`src/rtl/apb_spi_slave_if.sv`:
```
// APB completer-side bus bundle used by apb_spi_slave.
interface apb_spi_slave_if;
  logic        PSEL;
  logic        PENABLE;
  logic        PWRITE;
  logic [31:0] PADDR;
  logic [31:0] PWDATA;
  logic [31:0] PRDATA;

  // Handshake: zero-wait-state APB with no PREADY. A transfer is one setup cycle
  // (PSEL=1, PENABLE=0) followed by one access cycle (PSEL=1, PENABLE=1), and every
  // access completes in that access cycle. Reads are captured into PRDATA at the end
  // of setup; writes take effect at the end of access.
  modport master (output PSEL, PENABLE, PWRITE, PADDR, PWDATA, input PRDATA);
  modport slave  (input PSEL, PENABLE, PWRITE, PADDR, PWDATA, output PRDATA);
endinterface

```
`src/rtl/apb_spi_slave.sv`:
```
// SPI target with an APB register window: SR/DR/CR, single-byte TX and RX buffers,
// all four CPOL/CPHA modes, MSB/LSB first, level interrupt. SPI pins are oversampled
// by PCLK through 2-flop synchronizers plus one edge-detect stage.
module apb_spi_slave (
  input  logic           PCLK,
  input  logic           PRESETn,
  apb_spi_slave_if.slave apb,
  input  logic           CS_N,
  input  logic           SCK,
  input  logic           MOSI,
  output logic           MISO,
  output logic           MISO_OE,
  output logic           SPI_IRQ
);
  localparam logic [3:0] ADDR_SR = 4'h0;
  localparam logic [3:0] ADDR_DR = 4'h4;
  localparam logic [3:0] ADDR_CR = 4'h8;

  // [0],[1] are the synchronizer, [2] is the edge-detect reference
  logic [2:0] cs_q, sck_q;
  logic [1:0] mosi_q;

  logic [4:0] cr_q, cr_d;
  logic [7:0] txbuf_q, txbuf_d, rxbuf_q, rxbuf_d;
  logic       rxne_q, rxne_d, txe_q, txe_d, ovr_q, ovr_d, udr_q, udr_d;
  logic [7:0] tx_sh_q, tx_sh_d, rx_sh_q, rx_sh_d;
  logic [2:0] bit_cnt_q, bit_cnt_d;
  logic       tx_valid_q, tx_valid_d;
  logic [31:0] prdata_q, prdata_d;
  logic       irq_q;

  logic en, irq_en, cpol, cpha, lsb_first;
  logic cs_fall, cs_rise, sck_rise, sck_fall, lead_edge, trail_edge;
  logic spi_active, shift_edge, sample_edge;
  logic set_txe, set_udr, byte_done;
  logic [7:0] load_val, rx_next;
  logic wr_en, rd_setup, wr_sr, wr_dr, wr_cr, rd_dr;
  logic unused_bits;

  assign en        = cr_q[0];
  assign irq_en    = cr_q[1];
  assign cpol      = cr_q[2];
  assign cpha      = cr_q[3];
  assign lsb_first = cr_q[4];

  assign cs_fall  = cs_q[2] & ~cs_q[1];
  assign cs_rise  = ~cs_q[2] & cs_q[1];
  assign sck_rise = ~sck_q[2] & sck_q[1];
  assign sck_fall = sck_q[2] & ~sck_q[1];

  assign lead_edge   = cpol ? sck_fall : sck_rise;
  assign trail_edge  = cpol ? sck_rise : sck_fall;
  // SCK only counts while enabled and firmly selected (not on the CS_N rise cycle)
  assign spi_active  = en & ~cs_q[2] & ~cs_q[1];
  assign sample_edge = cpha ? trail_edge : lead_edge;
  assign shift_edge  = cpha ? lead_edge : trail_edge;

  // Empty TX buffer sends all-ones and flags the byte as not owned by TXBUF
  assign load_val = txe_q ? 8'hFF : txbuf_q;
  assign rx_next  = lsb_first ? {mosi_q[1], rx_sh_q[7:1]} : {rx_sh_q[6:0], mosi_q[1]};

  assign wr_en    = apb.PSEL & apb.PWRITE & apb.PENABLE;
  assign rd_setup = apb.PSEL & ~apb.PWRITE & ~apb.PENABLE;
  assign wr_sr    = wr_en & (apb.PADDR[3:0] == ADDR_SR);
  assign wr_dr    = wr_en & (apb.PADDR[3:0] == ADDR_DR);
  assign wr_cr    = wr_en & (apb.PADDR[3:0] == ADDR_CR);
  assign rd_dr    = rd_setup & (apb.PADDR[3:0] == ADDR_DR);

  assign unused_bits = ^{apb.PADDR[31:4], apb.PWDATA[31:8]};

  assign MISO_OE    = en & ~cs_q[2];
  assign MISO       = MISO_OE & (lsb_first ? tx_sh_q[0] : tx_sh_q[7]);
  assign SPI_IRQ    = irq_q;
  assign apb.PRDATA = prdata_q;

  // Pin synchronizers; CS_N idles high so no spurious select edge leaves reset
  always_ff @(posedge PCLK or negedge PRESETn) begin
    if (!PRESETn) begin
      cs_q   <= 3'b111;
      sck_q  <= 3'b000;
      mosi_q <= 2'b00;
    end else begin
      cs_q   <= {cs_q[1:0], CS_N};
      sck_q  <= {sck_q[1:0], SCK};
      mosi_q <= {mosi_q[0], MOSI};
    end
  end

  // Serial engine: select edges, shift/load of tx_sh, sampling into rx_sh
  always_comb begin
    tx_sh_d    = tx_sh_q;
    rx_sh_d    = rx_sh_q;
    bit_cnt_d  = bit_cnt_q;
    tx_valid_d = tx_valid_q;
    set_txe    = 1'b0;
    set_udr    = 1'b0;
    byte_done  = 1'b0;
    if (!en || cs_rise) begin
      bit_cnt_d = 3'd0;
    end else if (cs_fall) begin
      bit_cnt_d = 3'd0;
      if (!cpha) begin
        tx_sh_d    = load_val;
        tx_valid_d = ~txe_q;
      end
    end else if (spi_active) begin
      if (shift_edge) begin
        // bit_cnt==0 on a shift edge means a byte boundary: fetch the next byte
        if (bit_cnt_q == 3'd0) begin
          tx_sh_d    = load_val;
          tx_valid_d = ~txe_q;
        end else if (lsb_first) begin
          tx_sh_d = {1'b1, tx_sh_q[7:1]};
        end else begin
          tx_sh_d = {tx_sh_q[6:0], 1'b1};
        end
      end
      if (sample_edge) begin
        rx_sh_d   = rx_next;
        bit_cnt_d = bit_cnt_q + 3'd1;
        if (bit_cnt_q == 3'd0) begin
          if (tx_valid_q) set_txe = 1'b1;
          else            set_udr = 1'b1;
        end
        if (bit_cnt_q == 3'd7) byte_done = 1'b1;
      end
    end
  end

  // Register file and flags; hardware set beats software clear
  always_comb begin
    cr_d    = wr_cr ? apb.PWDATA[4:0] : cr_q;
    txbuf_d = wr_dr ? apb.PWDATA[7:0] : txbuf_q;
    txe_d   = txe_q;
    if (set_txe) txe_d = 1'b1;
    if (wr_dr)   txe_d = 1'b0;
    rxbuf_d = rxbuf_q;
    rxne_d  = rxne_q;
    ovr_d   = ovr_q;
    udr_d   = udr_q;
    if (rd_dr) rxne_d = 1'b0;
    if (wr_sr && apb.PWDATA[2]) ovr_d = 1'b0;
    if (wr_sr && apb.PWDATA[3]) udr_d = 1'b0;
    // A DR read in the completion cycle frees the buffer for the new byte
    if (byte_done) begin
      if (!rxne_q || rd_dr) begin
        rxbuf_d = rx_next;
        rxne_d  = 1'b1;
      end else begin
        ovr_d = 1'b1;
      end
    end
    if (set_udr) udr_d = 1'b1;
    prdata_d = prdata_q;
    if (rd_setup) begin
      case (apb.PADDR[3:0])
        ADDR_SR: prdata_d = {27'd0, ~cs_q[2], udr_q, ovr_q, txe_q, rxne_q};
        ADDR_DR: prdata_d = {24'd0, rxbuf_q};
        ADDR_CR: prdata_d = {27'd0, cr_q};
        default: prdata_d = 32'd0;
      endcase
    end
  end

  // State registers
  always_ff @(posedge PCLK or negedge PRESETn) begin
    if (!PRESETn) begin
      cr_q       <= 5'd0;
      txbuf_q    <= 8'd0;
      rxbuf_q    <= 8'd0;
      rxne_q     <= 1'b0;
      txe_q      <= 1'b1;
      ovr_q      <= 1'b0;
      udr_q      <= 1'b0;
      tx_sh_q    <= 8'd0;
      rx_sh_q    <= 8'd0;
      bit_cnt_q  <= 3'd0;
      tx_valid_q <= 1'b0;
      prdata_q   <= 32'd0;
      irq_q      <= 1'b0;
    end else begin
      cr_q       <= cr_d;
      txbuf_q    <= txbuf_d;
      rxbuf_q    <= rxbuf_d;
      rxne_q     <= rxne_d;
      txe_q      <= txe_d;
      ovr_q      <= ovr_d;
      udr_q      <= udr_d;
      tx_sh_q    <= tx_sh_d;
      rx_sh_q    <= rx_sh_d;
      bit_cnt_q  <= bit_cnt_d;
      tx_valid_q <= tx_valid_d;
      prdata_q   <= prdata_d;
      irq_q      <= irq_en & (rxne_q | ovr_q | udr_q);
    end
  end
endmodule

```
`src/flat_wrapper.sv`:
```
// flat-port wrapper written by rule: the top's interface ports become plain ports
module apb_spi_slave_flat 
  (PCLK, PRESETn, CS_N, SCK, MOSI, MISO, MISO_OE, SPI_IRQ, apb_PSEL, apb_PENABLE, apb_PWRITE, apb_PADDR, apb_PWDATA, apb_PRDATA);
  apb_spi_slave_if apb_i ();
  input  logic PCLK;
  input  logic PRESETn;
  input  logic CS_N;
  input  logic SCK;
  input  logic MOSI;
  output logic MISO;
  output logic MISO_OE;
  output logic SPI_IRQ;
  input wire logic [$bits(apb_i.PSEL)-1:0] apb_PSEL;
  input wire logic [$bits(apb_i.PENABLE)-1:0] apb_PENABLE;
  input wire logic [$bits(apb_i.PWRITE)-1:0] apb_PWRITE;
  input wire logic [$bits(apb_i.PADDR)-1:0] apb_PADDR;
  input wire logic [$bits(apb_i.PWDATA)-1:0] apb_PWDATA;
  output wire logic [$bits(apb_i.PRDATA)-1:0] apb_PRDATA;
  assign apb_i.PSEL = apb_PSEL;
  assign apb_i.PENABLE = apb_PENABLE;
  assign apb_i.PWRITE = apb_PWRITE;
  assign apb_i.PADDR = apb_PADDR;
  assign apb_i.PWDATA = apb_PWDATA;
  assign apb_PRDATA = apb_i.PRDATA;
  apb_spi_slave u_core (.PCLK(PCLK), .PRESETn(PRESETn), .apb(apb_i), .CS_N(CS_N), .SCK(SCK), .MOSI(MOSI), .MISO(MISO), .MISO_OE(MISO_OE), .SPI_IRQ(SPI_IRQ));
endmodule
```
`config.mk`:
```
export PLATFORM = sky130hd
export DESIGN_NAME = apb_spi_slave_flat
export DESIGN_NICKNAME = d
export VERILOG_FILES = /design/src/rtl/apb_spi_slave_if.sv /design/src/rtl/apb_spi_slave.sv /design/src/flat_wrapper.sv
export SDC_FILE = /design/constraint.sdc
export NUM_CORES = 1
export LEC_CHECK = 0
export CAP_MARGIN = 25
export CORE_MARGIN = 2
export CORE_UTILIZATION = 41
export DETAILED_ROUTE_END_ITERATION = 6
export GPL_ROUTABILITY_DRIVEN = 0
export PLACE_DENSITY_LB_ADDON = 0.2
export SLEW_MARGIN = 10
export SYNTH_ARGS = -nofsm -noshare
export SYNTH_HDL_FRONTEND = slang
export SYNTH_SLANG_ARGS = --single-unit
```
`constraint.sdc`:
```
create_clock -name PCLK -period 2.1 [get_ports PCLK]
set_input_delay 0.42 -clock PCLK [delete_from_list [all_inputs] [get_ports PCLK]]
set_output_delay 0.42 -clock PCLK [all_outputs]
set_load 0.1 [all_outputs]
```
# --- After elaboration in Yosys (flattened, before gate mapping) ---
# Cells that the tools add are included.
word_totals:
  ff_bits: 86
  word_cells: 118
  n_memories: 0
  latch_bits: 0
  ram_bits: 0
  mem_bits_ro: 0
op_classes:
  n_eq_ne: 4
  shift: 0
  reduce_logical: 20
  n_mux: 50
  n_bitwise: 27
  add_sub_neg: 1
  div_mod_pow: 0
  mul: 0
  order_cmp: 0
ops:
  columns: ["operator", "count"]
  rows:
  - ["two-way mux 8 bit", 8]
  - ["two-way mux 1 bit", 37]
  - ["case mux 8 bit (3 select lines)", 1]
  - ["bitwise AND 1 bit", 16]
  - ["two-way mux 3 bit", 4]
  - ["nonzero test 2 bit", 5]
  - ["NOT 1 bit", 9]
  - ["AND reduction 4 bit", 2]
  - ["nonzero test 3 bit", 2]
  - ["AND reduction 5 bit", 1]
  - ["== test 4 x 3 -> 1 bit, second input constant", 1]
  - ["== test 4 bit, second input constant", 1]
  - ["zero test 4 bit", 1]
  - ["AND reduction 2 bit", 2]
  - ["adder 3 x 1 -> 3 bit, second input constant", 1]
  - ["== test 3 bit, second input constant", 1]
  - ["zero test 3 bit", 1]
  - ["logical AND 1 bit", 2]
  - ["zero test 1 bit", 2]
  - ["logical OR 1 bit", 2]
  - ["inequality test 2 bit, second input constant", 1]
  - ["bitwise OR 1 bit", 2]

# --- Longest topological paths before layout ---
# Gate-level depths: netlist (run 1).
depth:
  ltp_word: 10
  mapped_depth: 7
  ltp_nobuf: 6

# --- Least setup slack after synthesis (run 1) ---
# OpenSTA, ideal clock, no wires.
synth_path:
  path_type: "reg2out"
  start: "register u_core.cr_q[4]"
  end: "output port MISO"
  t_required_ns: 1.680
  path_stages_with_launch: 5
  n_path_buf: 2
  path_slack_ns: -0.749
  t_arrival_ns: 2.429
  path_cell_list: "dfrtp_1 -> clkbuf_1 -> buf_1 -> mux2i_1 -> nor2_1"
synth_via:
  elab_chain_cells: 2
synth_lines:
  columns: ["element", "line", "rtl"]
  rows:
  - ["start, declared", "apb_spi_slave.sv:23", "logic [4:0] cr_q, cr_d;"]
  - ["start signal, assigned", "apb_spi_slave.sv:182", "cr_q <= cr_d;"]
  - ["two-way mux 1 bit", "apb_spi_slave.sv:72", "assign MISO = MISO_OE & (lsb_first ? tx_sh_q[0] : tx_sh_q[7]);"]
  - ["bitwise AND 1 bit", "apb_spi_slave.sv:72", null]
  - ["end, declared", "flat_wrapper.sv:10", "output logic MISO;"]
# No other way between the ends.

# --- Worst setup path in the final report (run 1) ---
layout_path:
  start: "input port apb_PADDR[0]"
  end: "register u_core.rxbuf_q[5]"
layout_via:
  elab_chain_cells: 4
layout_lines:
  columns: ["element", "line", "rtl"]
  rows:
  - ["start, declared", "flat_wrapper.sv:16", "input wire logic [$bits(apb_i.PADDR)-1:0] apb_PADDR;"]
  - ["== test 4 x 3 -> 1 bit", "apb_spi_slave.sv:67", "assign rd_dr = rd_setup & (apb.PADDR[3:0] == ADDR_DR);"]
  - ["bitwise AND 1 bit", "apb_spi_slave.sv:67", null]
  - ["logical OR 1 bit", "apb_spi_slave.sv:146", "if (!rxne_q || rd_dr) begin"]
  - ["AND reduction 2 bit (no source line)", null, null]
  - ["end signal, assigned", "apb_spi_slave.sv:184", "rxbuf_q <= rxbuf_d;"]
  - ["end, declared", "apb_spi_slave.sv:24", "logic [7:0] txbuf_q, txbuf_d, rxbuf_q, rxbuf_d;"]
# No other way between the ends.
# A chain may end at the register's enable or synchronous reset.

==> impl_results.md, run 1 <==
- Overflow left after global routing: 0
- Synth Cell Area: 0.00312 mm²
- Via density: 4.87
- Final hold vios: 0
- Yosys warns: 0
- Final setup vio count: 0
- Lkg Pwr: between 1.5 and 2 nW
- Flop-to-flop setup slack: 0.11 ns
- Pwr/cell area: approximately 840 mW/mm²
- Post-synth top area share: roughly 46%
- Routed vias: 2,056
- Synth Area in Adders: 1.20%
- IO Port Bufs: 30
- Final nets: between 300 and 400
- Crit path cell chain: clkdlybuf4s50_1 > nor4b_4 > a21oi_2 > or4b_4 > mux2_4
- First-pass GRT wire length: between 10,000 and 15,000 µm
- Die Ht: around 91 µm
- Crit path largest cell delay: ~0.66 ns
- Peak supply drop: about 0.50 mV
- Crit path capture type: flip-flop
- Netlist cell types: ~40
- Final min period: a little over 2 ns
- Core footprint: approximately 0.0073 mm²
- Mux share of post-synthesis cell area: between 20% and 30%
- Commonest non-fill, non-tap cell in the layout: dfrtp_1
- CTS Buf Count: 9
- Status: finished clean
- Clock sink total: slightly above 60
- Max-Cap Viols: 0
- Root buf cell: clkbuf_8
- Remaining antenna violation count: 0
- Place WS: -0.456 ns
- Avg WL per Cell: 14.1 µm
- Area grow syn2layout: 21.8%
- DRC: 0
- Clk slew on worst S/H paths: 0.07 ns
- WHS: about 0.067 ns
- Post-synth top area cell: dfrtp_1
- Cells after Synth: around 260
- CP max-delay cell: or4b_4
- Worst r2r src: u_core.cr_q[2]
- Pin count of the biggest net entering global routing: 40
- Hold Path Class: in -> async
- Filler cells: 685
- XOR/XNOR share of the synthesized area: less than 1%
- Reg2Reg Capture Point: u_core.tx_sh_q[0]
- CTS max path bufs: 2
- Worst skew pair latency: ~0.34 ns
- Total routed wirelength: approximately 6000 µm
- Fin worst setup slack: ~0.055 ns
- Vias in the first global route: roughly 2.1k
- Fin util: 51.9%
- Max FO, Critical Path: 8
- Critical path class: in -> reg
- Largest family of logic cells by synthesized area: multiplexers
- Die span in x: just over 90 µm
- H-tree Lvls: 3
- Site Rows: 31
- Initial Util: between 40% and 50%
- Period utilisation layout: a little over nine tenths
- Post-Synth Simple-Gate Area: between 10% and 20%
- Fmax: just under 500 MHz
- Register area share after synthesis: around half
- Top post-synthesis cells by area: dfrtp_1 (46%), mux2_2 (15%), buf_4 (5.8%)
- Max-slew violations: 0
- Synth Register Bits: 62
- Crit path to: u_core.rxbuf_q[5]
- Post-synth top flop: dfrtp_1
- Critical Path Stages: 5
- Share of layout cells above drive strength 1: roughly a third
- Crit start category: input port
- Highest-count cells in the layout ignoring fill and taps: dfrtp_1 (56), mux2_2 (41), buf_4 (30)
- Compound-cell area share of the yosys netlist: 6.49%
- Mean Syn Cell Area: between 10 and 15 µm²
- Critical path arrival: 2.27 ns
- Unrepaired setup endpoints after global routing: no
- Post-DP HPWL: around 4300 µm
- Worst Skew: 0.0110 ns
- Buffers & Inverters on Critical Path: 1
- 1st-pass router iterations: 4
- Worst EP required: around 2.3 ns
- Initial antenna violation count: 0
- CTS tree: done
- Iteration-0 DRC Markers: approximately 70
- CP startpoint: apb_PADDR[0]
- GRT Resource Usage Total: 16.2%
- Ant. Diodes: 0
- Post-synth EDFFs: 0
- R2R depth: 5
- Die area: about 0.0083 mm²
- Asr flop ratio synth: 100%
- Ports: 107
- Worst path top cell family by delay: simple AND/OR/NAND/NOR gates
## cells by family (layout without fill, tap and decap cells)
| family | after synthesis | after routing |
|---|---|---|
| AND/OR/NAND/NOR | 60 | 60 |
| XOR/XNOR | 2 | 2 |
| AO/OA/AOI/OAI | 31 | 31 |
| adder cells (fa/ha/maj) | 3 | 3 |
| buffers and inverters | 39 | 76 |
| multiplexers | 65 | 65 |
| flip-flops | 62 | 62 |
| other | 1 | 24 |
## routing by layer
metal | vias to the layer above | wire length [µm] | track usage (%)
met2 | 51 | 2650 | 23.6
met1 | 1005 | 2900 | 22.6
met4 | 0 | 159 | 8.71
met5 | - | 0 | 0
li1 | 985 | - | -
met3 | 15 | 227 | 3.15
## synth_stat cells, drive strengths merged, types with 5 or more instances
cell type	number
inv	7
o21ai	12
dfrtp	58
nand3	7
mux2i	16
a21oi	5
nor2	12
buf	28
nand2	20
a22oi	5
mux2	49
## report_power, final
part	leakage, nW	switching, mW	internal, mW
Clock	0.0937	0.457	0.526
Combinational	0.879	0.447	0.298
Sequential	0.799	0.131	1.35
## final cells by class
cell class	count	area, µm²	share of cell area, %
well taps	99	124	3.26
repair buffers	53	488	12.8
clock buffers	15	176	4.64
multi-input cells	185	1420	37.4
clock inverters	1	5.00	0.132
flip-flops and latches	62	1560	41.0
inverters	7	26.3	0.691
## registers in the layout, summed over array words and instances (netlist names)
signal	count
u_core.sck_q	3
u_core.txe_q	1
u_core.SPI_IRQ	1
u_core.tx_valid_q	1
u_core.cs_q	3
u_core.cr_q	5
u_core.apb.PRDATA	8
u_core.ovr_q	1
u_core.bit_cnt_q	3
u_core.rx_sh_q	8
u_core.tx_sh_q	8
u_core.rxbuf_q	8
u_core.mosi_q	2
u_core.udr_q	1
u_core.txbuf_q	8
u_core.rxne_q	1
## how the worst min path moves through the flow
stage / cells after the start / slack [ns] / from / end
after floorplan: 0 / 0.12 / PRESETn / u_core.SPI_IRQ
after global routing: 2 / 0.09 / PRESETn / u_core.rxbuf_q[5]
after global placement: 0 / 0.33 / u_core.mosi_q[0] / u_core.mosi_q[1]
final: 2 / 0.07 / PRESETn / u_core.mosi_q[0]
after detailed placement: 0 / 0.33 / u_core.mosi_q[0] / u_core.mosi_q[1]
after CTS: 2 / 0.08 / PRESETn / u_core.rxbuf_q[3]
## stage by stage
step / setup TNS (ns) / std cells / instance area [µm²] / total power, mW
final: 0 / 422 / 3800 / 3.20
after global routing: 0 / 422 / 3800 / 3.36
after CTS: 0 / 422 / 3800 / 3.22
after detailed placement: -4.60 / 406 / 3610 / 2.24
after global placement: -4.81 / 406 / 3610 / 2.22
after floorplan: 0 / 286 / 3220 / 2.05
## timing repair
action,CTS,global route
endpoints found under the setup margin,8,17
gates resized for setup,5,2
gates cloned,0,0
buffers inserted,0,1
hold buffers,0,0
pin swaps,1,3
Note: power is estimated with default switching activity, not from simulation.
==> run 2: changes to the inputs <==
--- a/config.mk
+++ b/config.mk
@@ -6,7 +6,7 @@
 export NUM_CORES = 1
 export LEC_CHECK = 0
 export CAP_MARGIN = 25
-export CORE_MARGIN = 2
+export CORE_MARGIN = 1.5
 export CORE_UTILIZATION = 41
 export DETAILED_ROUTE_END_ITERATION = 6
 export GPL_ROUTABILITY_DRIVEN = 0
==> run 2 against run 1 <==
- cell count up 0.95%
- clock power down 5.6%
- first-iteration DRC count down 4.4%
- clock skew down 0.0028 ns
- register-to-register slack worse by 0.06 ns
- via count unchanged
- utilization up 0.58 points
- sequential cell count unchanged
- wire length up 0.82%
- sequential share of layout area down 0.27 points
- die area down 2.2%
- highest routed layer unchanged
==> impl_results.md, run 2 (same netlist as run 1, synthesis figures left out) <==
- Pin count of the biggest net entering global routing: 25
- Die Ht: 90.3 µm
- 1st-pass router iterations: 4
- CTS max path bufs: 2
- Vias in the first global route: 1,943
- Crit path largest cell delay: between 0.5 and 0.6 ns
- Die span in x: 90.3 µm
- IO Port Bufs: 30
- Highest-count cells in the layout ignoring fill and taps: dfrtp_1 (57), mux2_2 (41), buf_4 (33)
- Clock sink total: 62
- Post-DP HPWL: 4360 µm
- DRC: 0
- First-pass GRT wire length: 10,100 µm
- Worst Skew: 0.00815 ns
- WHS: between 0.07 and 0.08 ns
- Avg WL per Cell: approximately 14 µm
- Core footprint: about 0.0073 mm²
- Worst skew pair latency: 0.34 ns
- Buffers & Inverters on Critical Path: 3
- Final hold vios: 0
- Final setup TNS: 0 ns
- Total routed wirelength: roughly 6000 µm
- Routed vias: 2,056
- Worst path top cell family by delay: buffers and inverters
- Critical Path Stages: 7
- Pwr/cell area: about 820 mW/mm²
- Share of layout cells above drive strength 1: around a third
- Root buf cell: clkbuf_8
- Period utilisation layout: a little over nine tenths
- Crit start category: input port
- Ant. Diodes: 0
- Final setup vio count: 0
- Via density: about 4.8
- Die area: 0.00815 mm²
- Clk slew on worst S/H paths: roughly 0.070 ns
- R2R depth: 5
- H-tree Lvls: 3
- Commonest non-fill, non-tap cell in the layout: dfrtp_1
- Site Rows: 31
- Initial Util: 42.8%
- Crit path cell chain: clkdlybuf4s50_1 > nor3b_2 > buf_4 > a21oi_2 > or4b_4 > buf_6 > mux2_4
- Crit path capture type: flip-flop
- Max-Cap Viols: 0
- Final nets: 397
- CTS tree: done
- Ports: about 110
- Overflow left after global routing: 0
- Unrepaired setup endpoints after global routing: no
- GRT Resource Usage Total: roughly 16%
- Remaining antenna violation count: 0
- Fmax: slightly below 500 MHz
- Post-CTS Hold Buffers: 0
- Worst EP required: between 2 and 2.5 ns
- Area grow syn2layout: 22.5%
- Final min period: just over 2 ns
- Flop-to-flop setup slack: 0.05 ns
- Status: finished clean
- Max-slew violations: 0
- Slew @ Worst Pin: around 0.57 ns
- Iteration-0 DRC Markers: 65
- Max FO, Critical Path: 8
- CTS Buf Count: 9
- Peak supply drop: about 0.44 mV
- Critical path class: in -> reg
- Initial antenna violation count: 0
- Critical path arrival: ~2.3 ns
- Lkg Pwr: 1.79 nW
- Slew headroom: 62.2%
- CP max-delay cell: or4b_4
- Hold Path Class: in -> async
[run 2: final timing paths]
kind | startpoint | end
max in group asynchronous | PRESETn | u_core.apb.PRDATA[1]
max reg2reg | u_core.cr_q[2] | u_core.tx_sh_q[0]
max | apb_PENABLE | u_core.rxbuf_q[2]
min reg2reg | u_core.sck_q[0] | u_core.sck_q[1]
min in group PCLK | u_core.sck_q[0] | u_core.sck_q[1]
min | PRESETn | u_core.rxbuf_q[4]
[run 2: per-layer routing]
layer,GRT usage [%],wire length [µm],vias up
met3,4.63,239,8
met4,6.75,83,0
met2,23.1,2670,53
li1,-,-,995
met5,0,0,-
met1,22.6,3000,1000
[run 2: cell type report]
type | instances | area [µm²]
repair buffers | 57 | 522
flip-flops and latches | 62 | 1560
clock buffers | 15 | 166
multi-input cells | 185 | 1420
clock inverters | 1 | 5.00
fillers | 665 | 3470
inverters | 7 | 26.3
well taps | 99 | 124
[run 2: per-stage QoR]
stage / cells / instance area (µm²) / utilization (%) / power (mW) / setup slack [ns]
final: 426 / 3820 / 52.5 / 3.15 / 0.0322
after global routing: 426 / 3820 / 52.5 / 3.33 / 0.00527
after global placement: 408 / 3630 / 49.7 / 2.23 / -0.437
after detailed placement: 408 / 3630 / 49.7 / 2.24 / -0.413
after CTS: 426 / 3820 / 52.4 / 3.18 / 0.0321
after floorplan: 286 / 3220 / - / 2.05 / 0.00964
[run 2: what timing repair did]
action / in CTS / in global routing
pin swaps: 1 / 0
hold endpoints to repair: 0 / 0
buffers inserted: 2 / 0
endpoints found under the setup margin: 8 / 6
gates resized for setup: 5 / 1
[run 2: report_power, final]
group / internal [mW] / total [mW] / switching (mW)
Clock: 0.493 / 0.927 / 0.434
Sequential: 1.35 / 1.47 / 0.120
Combinational: 0.302 / 0.756 / 0.453
Total: 2.14 / 3.15 / 1.01
==> run 3: changes to the inputs <==
--- a/config.mk
+++ b/config.mk
@@ -5,12 +5,13 @@
 export SDC_FILE = /design/constraint.sdc
 export NUM_CORES = 1
 export LEC_CHECK = 0
-export CAP_MARGIN = 25
+export CAP_MARGIN = 10
 export CORE_MARGIN = 1.5
 export CORE_UTILIZATION = 41
 export DETAILED_ROUTE_END_ITERATION = 6
 export GPL_ROUTABILITY_DRIVEN = 0
 export PLACE_DENSITY_LB_ADDON = 0.2
+export RECOVER_POWER = 50
 export SLEW_MARGIN = 10
 export SYNTH_ARGS = -nofsm -noshare
 export SYNTH_HDL_FRONTEND = slang
==> run 3 against run 2 <==
- combinational power down 0.9%
- power decreased by 0.18%
- first-iteration DRC count down 4.6%
- critical path type unchanged
- largest cell class unchanged
==> impl_results.md, run 3 (same netlist as run 1, synthesis figures left out) <==
- Max-slew violations: 0
- Remaining antenna violation count: 0
- Final setup vio count: 0
- Initial Util: a little over two fifths
- Period utilisation layout: between 90% and 100%
- Worst path top cell family by delay: buffers and inverters
- Place WS: -0.413 ns
- Ports: ~110
- Overflow left after global routing: 0
- Die span in x: ~90 µm
- Highest-count cells in the layout ignoring fill and taps: dfrtp_1 (57), mux2_2 (41), buf_4 (31)
- CTS Buf Count: 9
- Final min period: between 2 and 2.5 ns
- Hold Path Class: reg -> reg
- Crit start category: input port
- Design Area, Final: approximately 0.0038 mm²
- H-tree Lvls: 3
- CP max-delay cell: or4b_4
- Slew @ Worst Pin: between 1 and 1.5 ns
- Final hold vios: 0
- Crit path capture type: flip-flop
- Core footprint: between 0.007 and 0.008 mm²
- Commonest non-fill, non-tap cell in the layout: dfrtp_1
- Critical path arrival: about 2.3 ns
- Worst EP required: roughly 2.3 ns
- IO Port Bufs: 30
- Pwr/cell area: 827 mW/mm²
- CTS max path bufs: 2
- Root buf cell: clkbuf_8
- Critical path class: in -> reg
- Site Rows: 31
- Max-Cap Viols: 0
- First-pass GRT wire length: between 10,000 and 15,000 µm
- Slew headroom: between 10% and 20%
- Die Ht: roughly 90 µm
- Buffers & Inverters on Critical Path: 3
- Vias in the first global route: 1,943
- Flop-to-flop setup slack: about 0.05 ns
- Peak supply drop: around 0.44 mV
- Via density: 4.79
- Avg WL per Cell: between 10 and 15 µm
- Post-CTS Hold Buffers: 0
- Fin worst setup slack: roughly 0.035 ns
- Fmax: roughly 480 MHz
- Worst Skew: ~0.0085 ns
- Post-DP HPWL: 4360 µm
- Total routed wirelength: approximately 6000 µm
- Crit path cell chain: clkdlybuf4s50_1 > nor3b_2 > buf_4 > a21oi_2 > or4b_4 > buf_6 > mux2_4
- CTS tree: done
- Unrepaired setup endpoints after global routing: no
- Finished Layout Cells: 426
- Routed vias: around 2.0k
- Initial antenna violation count: 0
- 1st-pass router iterations: 5
- Final setup TNS: 0 ns
- Clock sink total: 62
- Filler cells: between 600 and 700
- Crit path largest cell delay: between 0.5 and 0.6 ns
- Die area: 0.00815 mm²
- Clk slew on worst S/H paths: around 0.070 ns
- Area grow syn2layout: 21.8%
- Pin count of the biggest net entering global routing: 25
- DRC: 0
- Final nets: 397
- Lkg Pwr: between 1.5 and 2 nW
- Worst skew pair latency: between 0.3 and 0.4 ns
- GRT Resource Usage Total: between 10% and 20%
- Share of layout cells above drive strength 1: around 33%
- Status: finished clean
- Ant. Diodes: 0
- Max FO, Critical Path: 8
- Placed cell area: roughly 0.0036 mm²
- Iteration-0 DRC Markers: 62
- Placed insts: about 400
run 3: cell count changes in the layout (fill, tap and decap cells not counted), sizes merged:
cell,change
buf,-4
clkbuf,+4
clkdlybuf4s50,-3
dlygate4sd3,+3
run 3: routing by layer:
metal | routed length, µm | track usage, % | vias up | share of wire, %
met3 | 244 | 4.63 | 5 | 4.0
met1 | 3030 | 22.6 | 990 | 50
met5 | 0 | 0 | - | 0
met4 | 76 | 6.75 | 0 | 1.3
met2 | 2700 | 23.1 | 52 | 45
li1 | - | - | 992 | -
run 3: what timing repair did:
item	CTS	global route
pin swaps	1	0
setup endpoints to repair	8	6
gates resized for setup	5	1
buffers inserted	2	0
run 3: per-stage QoR:
stage / power [mW] / hold WS, ns / util (%)
final: 3.14 / 0.347 / 52.1
after global routing: 3.32 / 0.357 / 52.1
after CTS: 3.18 / 0.0935 / 52.4
after detailed placement: 2.24 / 0.339 / 49.7
after global placement: 2.23 / 0.333 / 49.7
after floorplan: 2.05 / 0.124 / -
run 3: final cells by class:
class	count	area, µm²	share of cell area [%]
sequential	62	1560	41.0
inverter	7	26.3	0.691
timing repair buffer	57	499	13.1
multi-input combinational	185	1420	37.4
clock buffer	15	166	4.38
clock inverter	1	5.00	0.132
tap	99	124	3.26
run 3: power breakdown:
group / switching, mW / total (mW) / internal [mW]
logic: 0.453 / 0.749 / 0.297
registers: 0.120 / 1.47 / 1.35
clock network: 0.435 / 0.928 / 0.493
total: 1.01 / 3.14 / 2.14
run 3: worst register-to-register path, stage by stage, from the launching register on:
cell	delay (ns)
dfrtp_2	0.45
or3b_2	0.48
a211o_1	0.33
a21oi_2	0.19
buf_4	0.16
mux2_2	0.33
run 3: path summary, 6_finish.rpt:
kind,cells past startpoint,to,startpoint
setup / recovery,7,u_core.rxbuf_q[2],apb_PENABLE
min in group asynchronous,1,u_core.rxbuf_q[4],PRESETn
hold reg to reg,0,u_core.sck_q[1],u_core.sck_q[0]
max in group asynchronous,2,u_core.cs_q[2],PRESETn
setup reg to reg,5,u_core.tx_sh_q[5],u_core.cr_q[2]
hold / removal,0,u_core.sck_q[1],u_core.sck_q[0]
